File: src/rtl/char_ram_arbiter_if.sv
// Bus bundle between the arbiter, the text renderer, the host command port
// and the single-port character RAM.
interface char_ram_arbiter_if #(
  parameter int unsigned ADDR_W    = 10,
  parameter int unsigned DATA_W    = 8,
  parameter int unsigned CMD_DEPTH = 4
);
  localparam int unsigned LvlW = $clog2(CMD_DEPTH) + 1;

  // Renderer fetch path
  logic              render_req;
  logic [ADDR_W-1:0] render_addr;
  logic [DATA_W-1:0] render_data;
  logic              render_valid;

  // Host command / response path
  logic              host_cmd_valid;
  logic              host_cmd_ready;
  logic              host_cmd_we;
  logic [ADDR_W-1:0] host_cmd_addr;
  logic [DATA_W-1:0] host_cmd_wdata;
  logic              host_rsp_valid;
  logic [DATA_W-1:0] host_rsp_data;
  logic [LvlW-1:0]   cmd_level;

  // RAM macro port
  logic [ADDR_W-1:0] ram_addr;
  logic              ram_we;
  logic [DATA_W-1:0] ram_wdata;
  logic [DATA_W-1:0] ram_rdata;

  // Arbiter side
  modport slave (
    input  render_req, render_addr,
    output render_data, render_valid,
    input  host_cmd_valid, host_cmd_we, host_cmd_addr, host_cmd_wdata,
    output host_cmd_ready, host_rsp_valid, host_rsp_data, cmd_level,
    output ram_addr, ram_we, ram_wdata,
    input  ram_rdata
  );

  // Renderer / host / RAM side
  modport master (
    output render_req, render_addr,
    input  render_data, render_valid,
    output host_cmd_valid, host_cmd_we, host_cmd_addr, host_cmd_wdata,
    input  host_cmd_ready, host_rsp_valid, host_rsp_data, cmd_level,
    input  ram_addr, ram_we, ram_wdata,
    output ram_rdata
  );
endinterface

File: src/rtl/char_ram_arbiter.sv
// Character RAM arbiter: renderer fetches have absolute priority; host
// commands queue in an in-order FIFO and issue only in render-free cycles.
module char_ram_arbiter #(
  parameter int unsigned ADDR_W    = 10,
  parameter int unsigned DATA_W    = 8,
  parameter int unsigned CMD_DEPTH = 4
) (
  input logic               pixel_clock,
  input logic               reset,
  char_ram_arbiter_if.slave bus
);
  localparam int unsigned PtrW = (CMD_DEPTH > 1) ? $clog2(CMD_DEPTH) : 1;
  localparam int unsigned LvlW = $clog2(CMD_DEPTH) + 1;

  typedef struct packed {
    logic              we;
    logic [ADDR_W-1:0] addr;
    logic [DATA_W-1:0] wdata;
  } cmd_t;

  typedef enum logic [1:0] {GntIdle, GntRender, GntHost} grant_e;
  typedef enum logic [1:0] {TagNone, TagRender, TagHostRd} tag_e;

  cmd_t            cmd_mem_q [CMD_DEPTH];
  logic [PtrW-1:0] wr_ptr_q, wr_ptr_d;
  logic [PtrW-1:0] rd_ptr_q, rd_ptr_d;
  logic [LvlW-1:0] level_q, level_d;

  logic [ADDR_W-1:0] ram_addr_q, ram_addr_d;
  logic              ram_we_q, ram_we_d;
  logic [DATA_W-1:0] ram_wdata_q, ram_wdata_d;

  // tag0 lines up with the registered RAM address, tag1 with ram_rdata
  tag_e tag0_q, tag0_d;
  tag_e tag1_q;

  logic              render_valid_q;
  logic [DATA_W-1:0] render_data_q;
  logic              host_rsp_valid_q;
  logic [DATA_W-1:0] host_rsp_data_q;

  grant_e grant;
  cmd_t   head;
  logic   ready;
  logic   push;
  logic   pop;

  assign head = cmd_mem_q[rd_ptr_q];

  // Grant decision, FIFO bookkeeping and next RAM port values
  always_comb begin
    grant       = GntIdle;
    ready       = (level_q < LvlW'(CMD_DEPTH));
    push        = bus.host_cmd_valid & ready;
    ram_addr_d  = ram_addr_q;
    ram_we_d    = 1'b0;
    ram_wdata_d = ram_wdata_q;
    tag0_d      = TagNone;

    if (bus.render_req) begin
      grant = GntRender;
    end else if (level_q != '0) begin
      grant = GntHost;
    end
    pop = (grant == GntHost);

    unique case (grant)
      GntRender: begin
        ram_addr_d = bus.render_addr;
        tag0_d     = TagRender;
      end
      GntHost: begin
        ram_addr_d  = head.addr;
        ram_we_d    = head.we;
        ram_wdata_d = head.wdata;
        tag0_d      = head.we ? TagNone : TagHostRd;
      end
      default: ;
    endcase

    wr_ptr_d = push ? wr_ptr_q + PtrW'(1) : wr_ptr_q;
    rd_ptr_d = pop  ? rd_ptr_q + PtrW'(1) : rd_ptr_q;

    unique case ({push, pop})
      2'b10:   level_d = level_q + LvlW'(1);
      2'b01:   level_d = level_q - LvlW'(1);
      default: level_d = level_q;
    endcase
  end

  // Command storage; pointers define validity so no reset is needed here
  always_ff @(posedge pixel_clock) begin
    if (push) begin
      cmd_mem_q[wr_ptr_q] <= {bus.host_cmd_we, bus.host_cmd_addr, bus.host_cmd_wdata};
    end
  end

  // FIFO pointers, registered RAM port and issue-tag pipeline
  always_ff @(posedge pixel_clock) begin
    if (reset) begin
      wr_ptr_q    <= '0;
      rd_ptr_q    <= '0;
      level_q     <= '0;
      ram_addr_q  <= '0;
      ram_we_q    <= 1'b0;
      ram_wdata_q <= '0;
      tag0_q      <= TagNone;
      tag1_q      <= TagNone;
    end else begin
      wr_ptr_q    <= wr_ptr_d;
      rd_ptr_q    <= rd_ptr_d;
      level_q     <= level_d;
      ram_addr_q  <= ram_addr_d;
      ram_we_q    <= ram_we_d;
      ram_wdata_q <= ram_wdata_d;
      tag0_q      <= tag0_d;
      tag1_q      <= tag0_q;
    end
  end

  // Route returning read data to renderer or host according to its tag
  always_ff @(posedge pixel_clock) begin
    if (reset) begin
      render_valid_q   <= 1'b0;
      render_data_q    <= '0;
      host_rsp_valid_q <= 1'b0;
      host_rsp_data_q  <= '0;
    end else begin
      render_valid_q   <= (tag1_q == TagRender);
      host_rsp_valid_q <= (tag1_q == TagHostRd);
      if (tag1_q == TagRender) begin
        render_data_q <= bus.ram_rdata;
      end
      if (tag1_q == TagHostRd) begin
        host_rsp_data_q <= bus.ram_rdata;
      end
    end
  end

  assign bus.render_data    = render_data_q;
  assign bus.render_valid   = render_valid_q;
  assign bus.host_cmd_ready = ready;
  assign bus.host_rsp_valid = host_rsp_valid_q;
  assign bus.host_rsp_data  = host_rsp_data_q;
  assign bus.cmd_level      = level_q;
  assign bus.ram_addr       = ram_addr_q;
  assign bus.ram_we         = ram_we_q;
  assign bus.ram_wdata      = ram_wdata_q;

endmodule

File: src/flat_wrapper.sv
// flat-port wrapper written by rule: the top's interface ports become plain ports
module char_ram_arbiter_flat 
#(
  parameter int unsigned ADDR_W    = 10,
  parameter int unsigned DATA_W    = 8,
  parameter int unsigned CMD_DEPTH = 4
)
  (pixel_clock, reset, bus_render_req, bus_render_addr, bus_render_data, bus_render_valid, bus_host_cmd_valid, bus_host_cmd_we, bus_host_cmd_addr, bus_host_cmd_wdata, bus_host_cmd_ready, bus_host_rsp_valid, bus_host_rsp_data, bus_cmd_level, bus_ram_addr, bus_ram_we, bus_ram_wdata, bus_ram_rdata);
  char_ram_arbiter_if #(.ADDR_W(ADDR_W), .DATA_W(DATA_W), .CMD_DEPTH(CMD_DEPTH)) bus_i ();
  input logic pixel_clock;
  input logic reset;
  input wire logic [$bits(bus_i.render_req)-1:0] bus_render_req;
  input wire logic [$bits(bus_i.render_addr)-1:0] bus_render_addr;
  output wire logic [$bits(bus_i.render_data)-1:0] bus_render_data;
  output wire logic [$bits(bus_i.render_valid)-1:0] bus_render_valid;
  input wire logic [$bits(bus_i.host_cmd_valid)-1:0] bus_host_cmd_valid;
  input wire logic [$bits(bus_i.host_cmd_we)-1:0] bus_host_cmd_we;
  input wire logic [$bits(bus_i.host_cmd_addr)-1:0] bus_host_cmd_addr;
  input wire logic [$bits(bus_i.host_cmd_wdata)-1:0] bus_host_cmd_wdata;
  output wire logic [$bits(bus_i.host_cmd_ready)-1:0] bus_host_cmd_ready;
  output wire logic [$bits(bus_i.host_rsp_valid)-1:0] bus_host_rsp_valid;
  output wire logic [$bits(bus_i.host_rsp_data)-1:0] bus_host_rsp_data;
  output wire logic [$bits(bus_i.cmd_level)-1:0] bus_cmd_level;
  output wire logic [$bits(bus_i.ram_addr)-1:0] bus_ram_addr;
  output wire logic [$bits(bus_i.ram_we)-1:0] bus_ram_we;
  output wire logic [$bits(bus_i.ram_wdata)-1:0] bus_ram_wdata;
  input wire logic [$bits(bus_i.ram_rdata)-1:0] bus_ram_rdata;
  assign bus_i.render_req = bus_render_req;
  assign bus_i.render_addr = bus_render_addr;
  assign bus_render_data = bus_i.render_data;
  assign bus_render_valid = bus_i.render_valid;
  assign bus_i.host_cmd_valid = bus_host_cmd_valid;
  assign bus_i.host_cmd_we = bus_host_cmd_we;
  assign bus_i.host_cmd_addr = bus_host_cmd_addr;
  assign bus_i.host_cmd_wdata = bus_host_cmd_wdata;
  assign bus_host_cmd_ready = bus_i.host_cmd_ready;
  assign bus_host_rsp_valid = bus_i.host_rsp_valid;
  assign bus_host_rsp_data = bus_i.host_rsp_data;
  assign bus_cmd_level = bus_i.cmd_level;
  assign bus_ram_addr = bus_i.ram_addr;
  assign bus_ram_we = bus_i.ram_we;
  assign bus_ram_wdata = bus_i.ram_wdata;
  assign bus_i.ram_rdata = bus_ram_rdata;
  char_ram_arbiter #(.ADDR_W(ADDR_W), .DATA_W(DATA_W), .CMD_DEPTH(CMD_DEPTH)) u_core (.pixel_clock(pixel_clock), .reset(reset), .bus(bus_i));
endmodule
File: config.mk
export PLATFORM = sky130hd
export DESIGN_NAME = char_ram_arbiter_flat
export DESIGN_NICKNAME = d
export VERILOG_FILES = /design/src/rtl/char_ram_arbiter_if.sv /design/src/rtl/char_ram_arbiter.sv /design/src/flat_wrapper.sv
export SDC_FILE = /design/constraint.sdc
export NUM_CORES = 1
export LEC_CHECK = 0
export ABC_AREA = 1
export BUFFER_PORTS_ARGS = -buffer_cell sky130_fd_sc_hd__clkbuf_2
export CAP_MARGIN = 20
export CORE_MARGIN = 4
export CORE_UTILIZATION = 56
export CTS_BUF_LIST = sky130_fd_sc_hd__clkbuf_4 sky130_fd_sc_hd__clkbuf_8 sky130_fd_sc_hd__clkbuf_16
export DETAILED_ROUTE_END_ITERATION = 7
export PLACE_DENSITY = 0.77
export SLEW_MARGIN = 20
export SYNTH_ARGS = -nofsm -noshare
export SYNTH_HDL_FRONTEND = slang
export SYNTH_SLANG_ARGS = --single-unit
File: constraint.sdc
create_clock -name pixel_clock -period 2 [get_ports pixel_clock]
set_input_delay 0.4 -clock pixel_clock [delete_from_list [all_inputs] [get_ports pixel_clock]]
set_output_delay 0.4 -clock pixel_clock [all_outputs]
set_load 0.02 [all_outputs]
==> run summary, run 1 <==
The flow ran to the end, and the final reports show no timing, DRC or antenna violations. Setup repair after global routing left no endpoint under its margin. The worst setup path is of the reg -> reg kind.

The count of distinct cell types in the synthesized netlist is 22. The number of cells produced by synthesis is 574. In the post-synthesis netlist, the cell with the most instances is sky130_fd_sc_hd__nand2_1.

The clock latency on the worst-skew pair came out at 0.51 ns. The netlist area before placement is 5230 sq um. The time the worst path needs with I/O delays and setup is 1.72 ns. The number of hold buffers added after cts is 0.

The wire length per cell came out at 13.6 um. The finished cells cover 6250 sq um. The number of flops mapped to enable cells by yosys is 76.

The synthesized-area fraction occupied by and/or/nand/nor cells is 22.8%. The first-pass GRT wire length is 17,400 um. At the pin with the least slew margin, the transition time is 0.664 ns. The fraction of the cycle the final worst path needs is 85.8%. The total of max-cap violations came out at 0. The total cell area at the placement stage is 5720 sq um. Fill cells in the final layout number 687. The most instantiated flip-flop cell in the synthesis netlist is sky130_fd_sc_hd__edfxtp_1. TritonCTS built the clock tree. In this run the post-CTS setup repair buffer count came out at 0. The part of the Yosys area used for sequential elements came out at 62.7%. By area the synthesized netlist is led by sky130_fd_sc_hd__edfxtp_1 44%, sky130_fd_sc_hd__dfxtp_1 19%, sky130_fd_sc_hd__nand2_1 12%. The critical-path maximum fanout came out at 7.

Wires add up to 10,700 um. In this run the core area contains 35 standard-cell rows. The number of clock buffers added by TritonCTS is 17.

The number of H-tree branching levels came out at 4. The post-synthesis adder-cell area fraction came out at 1.58%. The first-pass iteration count of the detailed router is 6.

The fraction of final layout cells with drive strength greater than 1 is 19.5%. The kind of cell with the highest combined delay along the critical path is simple AND/OR/NAND/NOR gates. The setup violation total in the final timing report came out at 0. In the final design database the tool counted 712 nets. On the final layout, the worst clock skew is 0.00762 ns. The fraction of synthesized cell area in xor and xnor cells is 0%.

Global routing consumed, over all layers together, 20.3% of the routing resources. The number of buffer cells added on primary ports came out at 81. The number of design rule violations left after detail routing came out at 0. By count the netlist is led by 172 x sky130_fd_sc_hd__nand2_1, 96 x sky130_fd_sc_hd__inv_1, 76 x sky130_fd_sc_hd__edfxtp_1, 76 x sky130_fd_sc_hd__nor2_1, 50 x sky130_fd_sc_hd__dfxtp_1. In this run the power density over the cells is 1260 nW/um^2. Walking the worst path, the cells encountered are nor2_4, nand2_2, nand2_2, inv_2, ha_1, inv_1, fa_1, nand2_1, nand3_1, nand2_1, nand2_1, nor2_1. The detailed router's first-iteration violation count is 207.

Measured against its own limit, the worst slew margin works out to 55.7%. The mux contribution to synthesized area is 0%. The floorplan step set the die width to 105 um. The fraction of synthesis flops using an asynchronous set or reset pin came out at 0%.

Clock-pin slew was measured on the worst setup and hold paths at 0.06 ns. The floorplan step defined a die boundary enclosing 11,000 sq um. The final-report max-slew violation count came out at 0. The number of nets in the synthesized netlist came out at 621. The sequential cell area is 3280 sq um. The worst hold path belongs to the class in -> reg. The share of synthesized area in the top cell type comes to 43.6%. The worst-case IR drop observed on VDD is 593 uV. The number of antenna diodes came out at 0. The pre-CTS worst setup slack is 0.125 ns. The worst path buffer plus inverter count is 2. The worst setup path is captured at a register. The slowest stage of the critical path is the sky130_fd_sc_hd__dfxtp_1 cell.

The maximum number of pins on one net before global-route repair came out at 39. The maximum single-stage delay on the critical path came out at 0.40 ns. The data arrival time of the worst path came out at 2.16 ns. The post-synthesis register bit count is 126. The placeable core region came out at 9150 sq um. The total area of multi-input combinational cells is 1430 sq um. The tree is rooted in a sky130_fd_sc_hd__clkbuf_8.

The Yosys warning count came out at 0. The most frequent cell on the critical path is sky130_fd_sc_hd__nand2_1. The biggest area contributor in the post-synthesis netlist is sky130_fd_sc_hd__edfxtp_1.

The data required time of the worst path is 2.45 ns. The wire-length estimate of the detail-placed layout is 7010 um. The initial antenna violation count came out at 0. STA classifies the critical path startpoint as a register. The clock passes through at most 2 buffers. The final estimated routing congestion in global placement came out at 0.847. The total overflow left after global routing is 0. The post-synthesis average cell area is 9.12 sq um. The vertical die dimension came out at 105 um. The number of hold-slack violations in the final timing report is 0. The number of sinks driven by the clock tree came out at 126. The post-cts gate resize count is 0. The share of the synthesized area in compound gates (AO/OA/AOI/OAI) came out at 2.92%. In this run the count of I/O pins placed on the die edge is 82. The achievable clock frequency came out at 582 MHz. The number of global-route vias before repair came out at 3,686. By area, the combinational part of the netlist is dominated by simple AND/OR/NAND/NOR gates. The analysis attributes to cell leakage a power of 3.03 nW. The total vias in the final route came out at 3,822. The layout overhead on the synthesized area is 19.4%. The worst path setup slack after routing came out at 0.283 ns. After detailed routing, the number of vias per cell comes to 4.85. Once detail routing completed, the nets flagged for antenna violations numbered 0. Once the floorplan was initialized, standard cells occupied 57.2% of the core.
==> cell families (layout without fill, tap and decap cells) <==
logic type / count (synthesis) / after routing
AOI/OAI and AO/OA: 29 / 29
adders and majority gates: 6 / 6
buffers and inverters: 120 / 223
and+or+nand+nor: 293 / 293
DFF: 126 / 126
==> state kept, by name, summed over array words and instances, names as in the netlist, 3 cells and up, named ones only <==
name                      flops
u_core.bus.cmd_level          3
u_core.bus.render_data        8
u_core.bus.ram_wdata          8
u_core.bus.host_rsp_data      8
u_core.cmd_mem_q             76
u_core.bus.ram_addr          10
==> per-stage QoR <==
| stage | hold slack (ns) | std cells | power, mW | setup TNS (ns) | utilization [%] |
|---|---|---|---|---|---|
| final | 0.103 | 788 | 7.90 | 0 | 68.3 |
| after global routing | 0.0999 | 788 | 8.36 | 0 | 68.3 |
| after CTS | 0.0805 | 788 | 7.96 | 0 | 68.3 |
| after detailed placement | 0.401 | 757 | 5.26 | 0 | 62.5 |
| after global placement | 0.395 | 757 | 5.18 | 0 | 62.5 |
| after floorplan | 0.388 | 574 | 4.74 | -5.53 | - |
==> cell type report <==
| class | instances | share of cell area (%) |
|---|---|---|
| Timing Repair Buffer | 90 | 7.77 |
| Clock inverter | 12 | 1.58 |
| Sequential cell | 126 | 52.6 |
| Inverter | 102 | 6.13 |
| Tap cell | 111 | 2.22 |
| Clock buffer | 19 | 6.87 |
| Multi-Input combinational cell | 328 | 22.9 |
==> power by group <==
part           internal, mW  leakage [nW]  switching (mW)
clock network          1.65         0.257            1.04
logic                 0.586          1.66            1.32
registers              3.14          1.11           0.165
total                  5.37          3.03            2.53
==> layer usage <==
layer	vias to the layer above	wire length, um	GRT usage [%]
met5	-	0	0
met4	0	212	8.43
met3	16	569	5.06
met2	87	5560	35.4
met1	1760	4340	24.0
li1	1959	-	-
==> placed cells by master (no fill, tap or decap) <==
cell type,netlist,final
sky130_fd_sc_hd__nor2_2,1,1
sky130_fd_sc_hd__o211ai_2,1,1
sky130_fd_sc_hd__clkbuf_2,0,81
sky130_fd_sc_hd__clkinvlp_4,0,3
sky130_fd_sc_hd__clkbuf_16,0,16
sky130_fd_sc_hd__nand2_2,2,2
sky130_fd_sc_hd__buf_4,4,8
sky130_fd_sc_hd__nor2_8,1,1
sky130_fd_sc_hd__ha_1,5,5
sky130_fd_sc_hd__clkinv_1,1,2
sky130_fd_sc_hd__inv_1,96,96
sky130_fd_sc_hd__nand2_1,172,172
sky130_fd_sc_hd__clkinv_2,0,5
sky130_fd_sc_hd__buf_12,0,1
sky130_fd_sc_hd__nor2_1,76,76
sky130_fd_sc_hd__fa_1,1,1
sky130_fd_sc_hd__dfxtp_1,50,50
sky130_fd_sc_hd__clkbuf_8,0,1
sky130_fd_sc_hd__bufinv_16,0,1
sky130_fd_sc_hd__nand4_1,5,5
sky130_fd_sc_hd__inv_2,5,5
sky130_fd_sc_hd__clkbuf_4,0,2
sky130_fd_sc_hd__edfxtp_1,76,76
sky130_fd_sc_hd__a21oi_1,6,6
sky130_fd_sc_hd__nor2_4,2,2
sky130_fd_sc_hd__nand3_1,34,34
sky130_fd_sc_hd__clkinv_4,0,2
sky130_fd_sc_hd__o21ai_1,1,1
sky130_fd_sc_hd__o21ai_0,21,21
==> path summary, 6_finish.rpt <==
path                            from                      end  slack, ns  cells after the start
min reg2reg         u_core.tag0_q[1]         u_core.tag1_q[1]       0.41                      2
max reg2reg  u_core.bus.cmd_level[2]  u_core.bus.cmd_level[2]       0.28                     12
max          u_core.bus.cmd_level[2]  u_core.bus.cmd_level[2]       0.28                     12
min            bus_host_cmd_wdata[2]   u_core.cmd_mem_q[3][2]       0.10                      1
Power figures use the tool's default switching activity.
==> run 2, diff against run 1 <==
--- a/config.mk
+++ b/config.mk
@@ -8,11 +8,12 @@
 export ABC_AREA = 1
 export BUFFER_PORTS_ARGS = -buffer_cell sky130_fd_sc_hd__clkbuf_2
 export CAP_MARGIN = 20
+export CORE_ASPECT_RATIO = 2
 export CORE_MARGIN = 4
 export CORE_UTILIZATION = 56
 export CTS_BUF_LIST = sky130_fd_sc_hd__clkbuf_4 sky130_fd_sc_hd__clkbuf_8 sky130_fd_sc_hd__clkbuf_16
 export DETAILED_ROUTE_END_ITERATION = 7
-export PLACE_DENSITY = 0.77
+export PLACE_DENSITY = 0.79
 export SLEW_MARGIN = 20
 export SYNTH_ARGS = -nofsm -noshare
 export SYNTH_HDL_FRONTEND = slang
==> run summary, run 2 (synthesis gave the netlist of run 1 again) <==
The power after layout is 8.17 mW (+3.4%). The worst path setup slack after routing came out at 0.175 ns (-0.108 ns). The pre-CTS worst setup slack came out at 0.0928 ns (-0.0317 ns). The total negative slack came out at 0 ns (unchanged). The portion of total power attributed to sequential cells is 40.6% (-1.2 points). The routed wire length came to 10,800 um (+1.5%). The library cell used most frequently in the layout, excluding fill and tap cells, is sky130_fd_sc_hd__nand2_1. The critical-path maximum fanout is 7 (unchanged). The normalized max-slew margin was 58.5% (+2.8 points).

In this run the worst hold path is classified as in -> reg. Ranked by flip-flop count, first place goes to u_core.cmd_mem_q. The post-cts gate resize count is 0 (unchanged). The critical path endpoint category is a register. The total cell area at the placement stage came to 5700 sq um (-0.28%). The flow ran to the end, and the final reports show no timing, DRC or antenna violations. The worst hold-check slack is 0.211 ns (+0.108 ns). The number of vias per cell came out at 4.98 (+2.6%). The number of sinks driven by the clock tree is 126 (unchanged). The number of fill cells is 695 (+1.2%). The number of hold-slack violations in the final timing report came to 0 (unchanged). The initial antenna violation count was 0 (unchanged).

The measured slew at the worst slew-check pin is 0.622 ns (-0.0419 ns). The number of design rule violations left after detail routing came out at 0 (unchanged). The layout overhead on the synthesized area came out at 20.1%. The number of buffers on the longest clock path came to 2 (unchanged). The fraction of the cycle the final worst path needs came out at 91.2% (+5.4 points). The end-of-flow core utilization came out at 69.3% (+1.0 points). The switching power total came out at 2.50 mW (-1.0%). The number of global-route vias before repair came out at 3,840 (+4.2%). The global router's overall resource usage was 20.9% (+0.57 points). In the layout the commonest cells are 172 x sky130_fd_sc_hd__nand2_1, 96 x sky130_fd_sc_hd__inv_1, 81 x sky130_fd_sc_hd__clkbuf_2. The clock group share of total power came out at 36.3% (+2.2 points). The clock transition at the registers of the reported paths came to 0.06 ns (about the same). The flip-flop count of the largest register, all copies and words added came to 76 (unchanged). The total of max-cap violations came out at 0 (unchanged). The wire length per cell is 13.9 um (+2.5%). The floorplan die area came out at 11,000 sq um (+0.85%).

The count of nets left with antenna violations after detail routing came to 0 (unchanged). The worst setup path is launched from a register. The total non-filler cell area in the finished layout is 6280 sq um (+0.60%). The first-pass iteration count of the detailed router is 4 (-2). The detailed router's first-iteration violation count is 195 (-5.8%). The number of hold buffers added after cts is 0 (unchanged). The buffers inserted during post-CTS setup optimization is 0 (unchanged).

Among the stages of the critical path, the cell type that occurs most often is sky130_fd_sc_hd__nand2_1. The width of the chip is 76.4 um (-27%). The half-perimeter wire length of the detailed placement result came out at 7360 um (+5.0%). The worst-case clock skew came out at 0.00718 ns (-0.000440 ns). The number of top-level design ports is 82 (unchanged). The number of clock buffers inserted by TritonCTS came out at 17 (unchanged).

The share of total power consumed by net switching came to 30.6% (-1.4 points). The maximum vdd ir drop came out at 828 uV (+40%). On the critical path, the stage with the largest delay is an instance of sky130_fd_sc_hd__dfxtp_1. The row count is 49 (+40%). The critical path goes through nor2_4, nand2_2, nand2_2, inv_2, ha_1, inv_1, fa_1, nand2_1, nand3_1, nand2_1, nand2_1, nor2_1.

The data arrival time of the worst path is 2.16 ns (about the same). The time the worst path needs with I/O delays and setup is 1.82 ns (+0.108 ns). The data required time of the worst path came out at 2.34 ns (-0.11 ns).

The clock latency on the worst-skew pair is 0.41 ns (-0.10 ns). The static leakage came to 3.04 nW (+0.47%). The vertical die dimension is 145 um (+38%). The setup violation total in the final timing report is 0 (unchanged).

The power density over the cells is 1300 nW/um^2 (+2.8%). The number of H-tree branching levels is 4 (unchanged). The number of buffer cells added on primary ports came out at 81 (unchanged). TritonCTS built the clock tree. The effective utilization at floorplan is 57.7% (+0.50 points). The path type of the worst setup path is reg -> reg. The cell count after placement came out at 749 (-1.1%).

The final estimated routing congestion in global placement came out at 0.824 (-2.8%). The root buffer cell chosen for the clock tree is sky130_fd_sc_hd__clkbuf_16. The total vias in the final route is 3,882 (+1.6%). The final-report max-slew violation count is 0 (unchanged).

The part of the total power dissipated in combinational logic was 23.1% (-1.0 points). The achievable clock frequency is 548 MHz (-5.9%). The final layout net count came to 713 (+0.14%). The placeable core region was 9070 sq um (-0.86%). The maximum number of pins on one net before global-route repair came out at 39 (unchanged). The internal power component came to 5.67 mW (+5.5%). The number of non-filler instances in the completed layout was 780 (-1.0%). The worst path buffer plus inverter count was 2 (unchanged). The fraction of final layout cells with drive strength greater than 1 came out at 19.2% (-0.32 points). The first-pass GRT wire length came out at 17,700 um (+1.7%). The maximum single-stage delay on the critical path was 0.41 ns (about the same).

Setup repair after global routing left no endpoint under its margin. The number of antenna diodes is 0 (unchanged). The total overflow reported by the global router came out at 0 (unchanged). On the critical path the largest part of the delay comes from simple AND/OR/NAND/NOR gates.
[run 2: cell types whose count changed in the layout (fill, tap and decap cells not counted), sizes merged]
cell	change
clkinv	-2
clkbuf	-1
bufinv	+2
clkinvlp	+1
buf	+1
[run 2: cell type report]
class	count	area, sq um	share of cell area (%)
sequential	126	3280	52.2
multi-input combinational	328	1430	22.7
timing repair buffer	91	480	7.64
clock buffer	18	433	6.89
inverter	102	383	6.09
clock inverter	13	149	2.37
tap	102	128	2.03
[run 2: power groups by stage]
stage          registers, mW  clock network (mW)  logic, mW
2_1_floorplan           3.52                   0       1.22
3_3_place_gp            3.35                   0       1.80
3_5_place_dp            3.36                   0       1.87
4_1_cts                 3.31                3.02       1.90
5_1_grt                 3.35                3.14       2.13
6_report                3.31                2.97       1.89
[run 2: metal layers]
layer / up-vias / wire, um / share of wire [%] / global-route usage (%)
met5: - / 0 / 0 / 0
met4: 0 / 299 / 2.8 / 12.9
met3: 28 / 502 / 4.6 / 5.76
met2: 124 / 6030 / 56 / 39.4
met1: 1769 / 4010 / 37 / 20.0
li1: 1961 / - / - / -
[run 2: worst paths after layout]
kind / startpoint / end / slack, ns / cells past startpoint
min: bus_host_cmd_wdata[0] / u_core.cmd_mem_q[3][0] / 0.21 / 1
max: u_core.bus.cmd_level[2] / u_core.bus.cmd_level[2] / 0.18 / 12
min reg2reg: u_core.tag0_q[0] / u_core.tag1_q[0] / 0.42 / 2
max reg2reg: u_core.bus.cmd_level[2] / u_core.bus.cmd_level[2] / 0.18 / 12
[run 2: worst register-to-register path: cells and delay by family, from the launching register on]
kind                     cells  cell delay (ns)
adder cells (fa/ha/maj)      2             0.55
AND/OR/NAND/NOR              8             0.63
flip-flops                   1             0.41
buffers and inverters        2             0.14
